## src/rtl/pwm_reg_arbiter.sv

```systemverilog
// pwm_reg_arbiter
//   Shares the single PWM register-file port between two requesters using
//   round-robin arbitration with a valid/ready handshake. Writes to PERIOD,
//   DUTY1 and DUTY2 (addr 1..3) can be held until the PWM period boundary so
//   the running waveform never sees a half-updated configuration.
// Ports
//   clk, rst                       clock, synchronous active-high reset
//   reqN_valid/we/addr/wdata       requester N transaction (N = 0, 1)
//   reqN_ready                     combinational grant, accept = valid && ready
//   reqN_rvalid/rdata              read return pulse and held read data
//   pwm_en, cycle_end              PWM running flag and period-boundary pulse
//   reg_wr_en/rd_en/addr/wr_data   registered register-block command
//   reg_rd_data                    register-block read data (cycle after rd_en)
//   busy                           a transaction is in flight
module pwm_reg_arbiter #(
  parameter int unsigned WIDTH    = 16,
  parameter int unsigned ADDR_W   = 4,
  parameter int unsigned SYNC_UPD = 1
) (
  input  logic              clk,
  input  logic              rst,
  input  logic              req0_valid,
  input  logic              req0_we,
  input  logic [ADDR_W-1:0] req0_addr,
  input  logic [WIDTH-1:0]  req0_wdata,
  output logic              req0_ready,
  output logic              req0_rvalid,
  output logic [WIDTH-1:0]  req0_rdata,
  input  logic              req1_valid,
  input  logic              req1_we,
  input  logic [ADDR_W-1:0] req1_addr,
  input  logic [WIDTH-1:0]  req1_wdata,
  output logic              req1_ready,
  output logic              req1_rvalid,
  output logic [WIDTH-1:0]  req1_rdata,
  input  logic              pwm_en,
  input  logic              cycle_end,
  output logic              reg_wr_en,
  output logic              reg_rd_en,
  output logic [ADDR_W-1:0] reg_addr,
  output logic [WIDTH-1:0]  reg_wr_data,
  input  logic [WIDTH-1:0]  reg_rd_data,
  output logic              busy
);

  typedef enum logic [2:0] {
    S_IDLE,
    S_ISSUE_WR,
    S_WAIT_SYNC,
    S_ISSUE_RD,
    S_RD_WAIT
  } state_e;

  state_e              state_q, state_d;
  logic                last_q, last_d;    // index of the requester granted last
  logic                owner_q, owner_d;  // requester owning the transaction in flight
  logic                reg_wr_en_q, reg_wr_en_d;
  logic                reg_rd_en_q, reg_rd_en_d;
  logic [ADDR_W-1:0]   reg_addr_q, reg_addr_d;
  logic [WIDTH-1:0]    reg_wr_data_q, reg_wr_data_d;
  logic                rvalid0_q, rvalid0_d;
  logic                rvalid1_q, rvalid1_d;
  logic [WIDTH-1:0]    rdata0_q, rdata0_d;
  logic [WIDTH-1:0]    rdata1_q, rdata1_d;

  logic                grant0, grant1;
  logic                sel_we;
  logic [ADDR_W-1:0]   sel_addr;
  logic [WIDTH-1:0]    sel_wdata;
  logic                sel_deferred;

  always_comb begin
    state_d       = state_q;
    last_d        = last_q;
    owner_d       = owner_q;
    reg_wr_en_d   = 1'b0;
    reg_rd_en_d   = 1'b0;
    reg_addr_d    = reg_addr_q;
    reg_wr_data_d = reg_wr_data_q;
    rvalid0_d     = 1'b0;
    rvalid1_d     = 1'b0;
    rdata0_d      = rdata0_q;
    rdata1_d      = rdata1_q;
    grant0        = 1'b0;
    grant1        = 1'b0;

    sel_we    = grant1 ? req1_we    : req0_we;
    sel_addr  = grant1 ? req1_addr  : req0_addr;
    sel_wdata = grant1 ? req1_wdata : req0_wdata;
    sel_deferred = 1'b0;

    case (state_q)
      S_IDLE: begin
        // Both valid: the one not granted last wins; otherwise the lone valid one.
        if (!rst) begin
          if (req0_valid && (!req1_valid || last_q)) grant0 = 1'b1;
          else if (req1_valid)                       grant1 = 1'b1;
        end
        sel_we    = grant1 ? req1_we    : req0_we;
        sel_addr  = grant1 ? req1_addr  : req0_addr;
        sel_wdata = grant1 ? req1_wdata : req0_wdata;
        sel_deferred = (SYNC_UPD != 0) && pwm_en &&
                       (sel_addr >= ADDR_W'(1)) && (sel_addr <= ADDR_W'(3));
        if (grant0 || grant1) begin
          owner_d       = grant1;
          last_d        = grant1;
          reg_addr_d    = sel_addr;
          reg_wr_data_d = sel_wdata;
          if (sel_we) begin
            if (sel_deferred) begin
              state_d = S_WAIT_SYNC;
            end else begin
              state_d     = S_ISSUE_WR;
              reg_wr_en_d = 1'b1;
            end
          end else begin
            state_d     = S_ISSUE_RD;
            reg_rd_en_d = 1'b1;
          end
        end
      end
      S_ISSUE_WR: state_d = S_IDLE;
      S_WAIT_SYNC: begin
        if (cycle_end || !pwm_en) begin
          state_d     = S_ISSUE_WR;
          reg_wr_en_d = 1'b1;
        end
      end
      S_ISSUE_RD: state_d = S_RD_WAIT;
      S_RD_WAIT: begin
        state_d = S_IDLE;
        if (owner_q) begin
          rdata1_d  = reg_rd_data;
          rvalid1_d = 1'b1;
        end else begin
          rdata0_d  = reg_rd_data;
          rvalid0_d = 1'b1;
        end
      end
      default: state_d = S_IDLE;
    endcase
  end

  always_ff @(posedge clk) begin
    if (rst) begin
      state_q       <= S_IDLE;
      last_q        <= 1'b1;  // req0 wins the first tie after reset
      owner_q       <= 1'b0;
      reg_wr_en_q   <= 1'b0;
      reg_rd_en_q   <= 1'b0;
      reg_addr_q    <= '0;
      reg_wr_data_q <= '0;
      rvalid0_q     <= 1'b0;
      rvalid1_q     <= 1'b0;
      rdata0_q      <= '0;
      rdata1_q      <= '0;
    end else begin
      state_q       <= state_d;
      last_q        <= last_d;
      owner_q       <= owner_d;
      reg_wr_en_q   <= reg_wr_en_d;
      reg_rd_en_q   <= reg_rd_en_d;
      reg_addr_q    <= reg_addr_d;
      reg_wr_data_q <= reg_wr_data_d;
      rvalid0_q     <= rvalid0_d;
      rvalid1_q     <= rvalid1_d;
      rdata0_q      <= rdata0_d;
      rdata1_q      <= rdata1_d;
    end
  end

  assign req0_ready  = grant0;
  assign req1_ready  = grant1;
  assign req0_rvalid = rvalid0_q;
  assign req1_rvalid = rvalid1_q;
  assign req0_rdata  = rdata0_q;
  assign req1_rdata  = rdata1_q;
  assign reg_wr_en   = reg_wr_en_q;
  assign reg_rd_en   = reg_rd_en_q;
  assign reg_addr    = reg_addr_q;
  assign reg_wr_data = reg_wr_data_q;
  assign busy        = (state_q != S_IDLE);

endmodule

```

## config.mk

```make
export PLATFORM = sky130hd
export DESIGN_NAME = pwm_reg_arbiter
export DESIGN_NICKNAME = d
export VERILOG_FILES = /design/src/rtl/pwm_reg_arbiter.sv
export SDC_FILE = /design/constraint.sdc
export NUM_CORES = 1
export LEC_CHECK = 0
export CORE_ASPECT_RATIO = 0.6
export CORE_MARGIN = 2
export CORE_UTILIZATION = 40
export DETAILED_ROUTE_END_ITERATION = 10
export HOLD_SLACK_MARGIN = 0.1
export PLACE_DENSITY = 0.79
export SLEW_MARGIN = 20
export SYNTH_ARGS = -nofsm -noshare
export SYNTH_HDL_FRONTEND = slang
export SYNTH_SLANG_ARGS = --single-unit
```

## constraint.sdc

```tcl
create_clock -name clk -period 1.8 [get_ports clk]
set_input_delay 0.45 -clock clk [delete_from_list [all_inputs] [get_ports clk]]
set_output_delay 0.45 -clock clk [all_outputs]
set_load 0.02 [all_outputs]
```

### Word-level counts from Yosys, hierarchy flattened

Cells that the tools add are included.

| storage, ports and cells | value |
|---|---|
| register bits after elaboration | 61 |
| latch bits | 0 |
| bits in writable memories | 0 |
| ROM bits | 0 |
| input bits | 64 |
| output and inout bits | 59 |
| word-level logic and storage cells | 63 |
| memories | 0 |

| cells by class | value |
|---|---|
| add/subtract/negate cells | 0 |
| multiply operators | 0 |
| divide/modulo/power cells | 0 |
| magnitude comparators | 2 |
| equal/unequal tests | 5 |
| shifts and indexed selects | 0 |
| muxes and demuxes | 25 |
| bitwise logic cells | 4 |
| reductions and logical operators | 16 |

Operators with widths:

| kind | number |
|---|---|
| 1-bit 2-to-1 mux | 17 |
| 16-bit 2-to-1 mux | 1 |
| 3-bit 2-to-1 mux | 3 |
| 3-bit one-hot mux with 3 select lines | 1 |
| 2-bit AND reduction | 4 |
| 3-bit by 2-bit == test with 1-bit output, second input constant | 2 |
| 4-bit by 1-bit >= comparator with 1-bit output, second input constant | 1 |
| 4-bit by 2-bit less-or-equal comparator with 1-bit output, second input constant | 1 |
| 4-bit 2-to-1 mux | 1 |
| 2-bit != test, second input constant | 2 |
| 1-bit NOT | 4 |
| 3-bit == test, second input constant | 1 |
| 1-bit logical AND | 3 |
| 3-bit logical NOT | 1 |
| 1-bit logical OR | 3 |
| 3-bit nonzero test | 1 |
| 3-bit OR reduction | 1 |
| 1-bit logical NOT | 2 |
| 2-bit 2-to-1 mux | 1 |
| 1-bit one-hot mux with 2 select lines | 1 |
| 2-bit OR reduction | 1 |

### Depth between registers and ports, before layout

| depth | value |
|---|---|
| word-level depth | 14 |
| depth in mapped cells | 7 |

### Least setup slack after synthesis

No wires, ideal clock.

| timing | value |
|---|---|
| path type | input-to-output |
| start point | input port rst |
| end point | output port req1_ready |
| arrival time | 1.401 ns |
| required time | 1.350 ns |
| path slack | -0.051 ns |
| stages | 4 |
| cells stage by stage | buf_2 > a211o_1 > buf_2 > nor2_1 |

| on the way | value |
|---|---|
| word-level cells in the longest chain between the ends | 3 |

RTL lines:

| item | RTL line | RTL |
|---|---|---|
| start: declaration | 21 | `input logic rst,` |
| 1-bit 2-to-1 mux | 95 | `if (!rst) begin` |
| 1-bit 2-to-1 mux (2 in series) | 92 | `case (state_q)` |
| end: declaration | 33 | `output logic req1_ready,` |

Every way passes these cells. The select of a mux whose other input is x is not followed.

### Final worst setup path

| timing | value |
|---|---|
| start point | register state_q[1] |
| end point | output port req0_ready |

| on the way | value |
|---|---|
| word-level cells in the longest chain between the ends | 2 |

RTL lines:

| item | RTL line | RTL |
|---|---|---|
| start: declaration | 54 | `state_e state_q, state_d;` |
| start signal: assignment | 158 | `state_q <= state_d;` |
| 3-bit logical NOT | 92 |  |
| 1-bit 2-to-1 mux | 92 |  |
| end: declaration | 26 | `output logic req0_ready,` |

Every way passes these cells.

==> qor.csv <==
metric,value,unit
status,finished clean,
tns,0,ns
yosysWarningCount,0,
drt_wl_total,7.582,mm
ys_ff_latch,61,
coreArea,6138,um2
synth_top_area_share,0.4798,
vias,2617,
ys.flop_type,dfxtp_1,
cts_sinks,61,
finalNonFillerCells,524,
dieArea,7037,um2
fin_ws,0.004654,ns
design_area,4189,um2
hpwl,5.423,mm
synth_edf_count,0,
cts_max_level,3,
finalSetupViolCount,0,
cts.reportedPaths.clkPinSlew,0.07,ns
initial_core_util,0.4146,
finalMaxSlewViolations,0,
fp.dieW,107.0,um
p_leak,1.529,nW
drive_above_1_share,0.1682,
core.rowCount,22,
ir_worst_vdd,0.4148,mV
wl_per_cell,14.47,um
hold_class,reg2reg,
fmax,557.0,MHz
routabilityCongestion,0.8038,
slowest_stage,dfxtp_2,
syn-cell-area,2545,um2
final-hold-violation-count,0,
criticalPathCategory,reg2out,
place_inst,507,
p_per_area,830.7,nW/um2
grt_pass1_wl,12.04,mm
drc_errors,0,
drv_cap,0,
slowest_delay,0.33,ns
top_usage_layer,met2,
numCtsBuffers,9,
nNetsFinal,500,
n_antenna_cell,0,
power,3.480,mW
cts_tree,yes,
ys_types,33,
worst_ep_required_time,1.35,ns
io_buffers,122,
grt_util_met1,0.2828,
fillers,530,
clkLatencyLatePin,0.34,ns
hold_buffers,0,
fin_skew,0.009124,ns
ant_nets,0,
grt_setup_unrepaired,yes,
synth.area.top_cells,"dfxtp_1 48%, nand2_1 16%, a311oi_2 11%",
critPathTopFamily,simple AND/OR/NAND/NOR gates,
grtUsageTotal,0.2190,
path_buf_inv,2,
place_area,3951,um2
grtUsageMet2,0.3463,
crit_arrival,1.35,ns
use_met3,0.07389,
postLayoutCoreUtil,0.6824,
crit_fanout,4,
crit_chain,nor3_2 -> buf_4 -> nand2_4 -> nor3_4 -> buf_6,
avgSynthCellArea,8.540,um2
finalCritPeriodShare,0.9974,
viasPerCell,4.994,
holdWs,0.4534,ns
grt_start_max_net_pins,55,
period_needed,1.795,ns
synth_fp_nets,362,
antenna_found_initial,0,
ioPinCount,123,
syn2layout_area_growth,64.60,%
first_global_vias,2573,
tightest_slew,0.6690,ns
end_kind,primary output,
pre_cts_slack,-0.6107,ns
start_kind,flip-flop,
yosysTopAreaCell,dfxtp_1,
die_y,65.79,um
root_buffer,clkbuf_8,
grt-ovfl-total,0,
async_flop_share,0,
drt_iter0_drc,128,
synthCells,298,
relSlewSlack,0.5540,
cts_max_path_buffers,2,
dr.pass1.iters,4,
seq_area_frac_synth,0.4798,
-- tightest hold or removal path, stage by stage, from the launching register on --
cell and delay, ns:
dfxtp_1 0.31, nand2_1 0.05, a21oi_1 0.05
-- layout by cell type, fill, tap and decap left out, types with 2 or more instances in the layout --
cell and count:
a311oi_1 2, dfxtp_1 59, clkbuf_8 11, and3_1 2
a311oi_2 18, o211ai_1 3, dlygate4sd2_1 2, inv_1 3
a21oi_1 32, clkinv_2 2, nor2_4 2, buf_6 2
nor2_2 2, dfxtp_2 2, nand2_1 105, buf_4 25
buf_12 2, nor2_1 25, clkdlybuf4s50_1 115, o21ai_0 2
-- cell usage after synthesis, types with 2 or more instances --
library cell,n
a21oi_1,32
a311oi_1,2
a311oi_2,18
and3_1,2
buf_2,8
buf_4,4
buf_6,3
clkbuf_1,5
dfxtp_1,61
inv_1,3
nand2_1,106
nor2_1,27
nor2_4,2
nor3_1,3
o211ai_1,3
o21ai_0,2
-- sequential cells by signal (all words and copies together) (netlist names) --
| signal | cells |
|---|---|
| reg_wr_en | 1 |
| reg_rd_en | 1 |
| state_q | 3 |
| req1_rdata | 16 |
| req1_rvalid | 1 |
| owner_q | 1 |
| last_q | 1 |
| reg_wr_data | 16 |
| req0_rdata | 16 |
| req0_rvalid | 1 |
| reg_addr | 4 |
-- kinds of logic (layout without fill, tap and decap cells) --
kind of cell,after synthesis,after routing,share of synthesized area
buf+inv,24,166,0.05457
compound gates,67,67,0.2267
flops,61,61,0.4798
simple gates,146,146,0.2389
-- metal layers --
layer	share of wire	vias to the layer above
met5	0	-
met4	0.016	0
met3	0.072	12
met2	0.44	78
met1	0.47	1236
li1	-	1291
-- layout make-up --
class                      count  area [um2]  share of cell area
timing repair buffer         148        1436              0.3429
tap                           84       105.1             0.02509
clock buffer                  11       151.4             0.03614
sequential                    61        1224              0.2921
inverter                       3       11.26            0.002688
clock inverter                 4       47.55             0.01135
multi-input combinational    213        1214              0.2897
-- report_power, final --
part	leakage (nW)	total (mW)	internal, mW	switching (mW)
clock	0.101	1.22	0.702	0.513
sequential	0.497	1.47	1.43	0.0409
combinational	0.931	0.798	0.414	0.384
total	1.53	3.48	2.54	0.939
-- path summary, 6_finish.rpt --
kind / cells past startpoint / end / slack [ns] / start
worst max-delay path: 5 / req0_ready / 0.005 / state_q[1]
worst min register to register: 2 / req0_rdata[5] / 0.45 / req0_rdata[5]
worst min-delay path: 2 / req0_rdata[5] / 0.45 / req0_rdata[5]
worst max register to register: 6 / reg_wr_data[3] / 0.27 / state_q[1]
-- timing repair --
item,CTS,global route
endpoints found under the setup margin,3,4
cloned,0,0
setup buffers,0,2
resized for setup,21,7
pin swaps,5,3
Power figures use the tool's default switching activity.
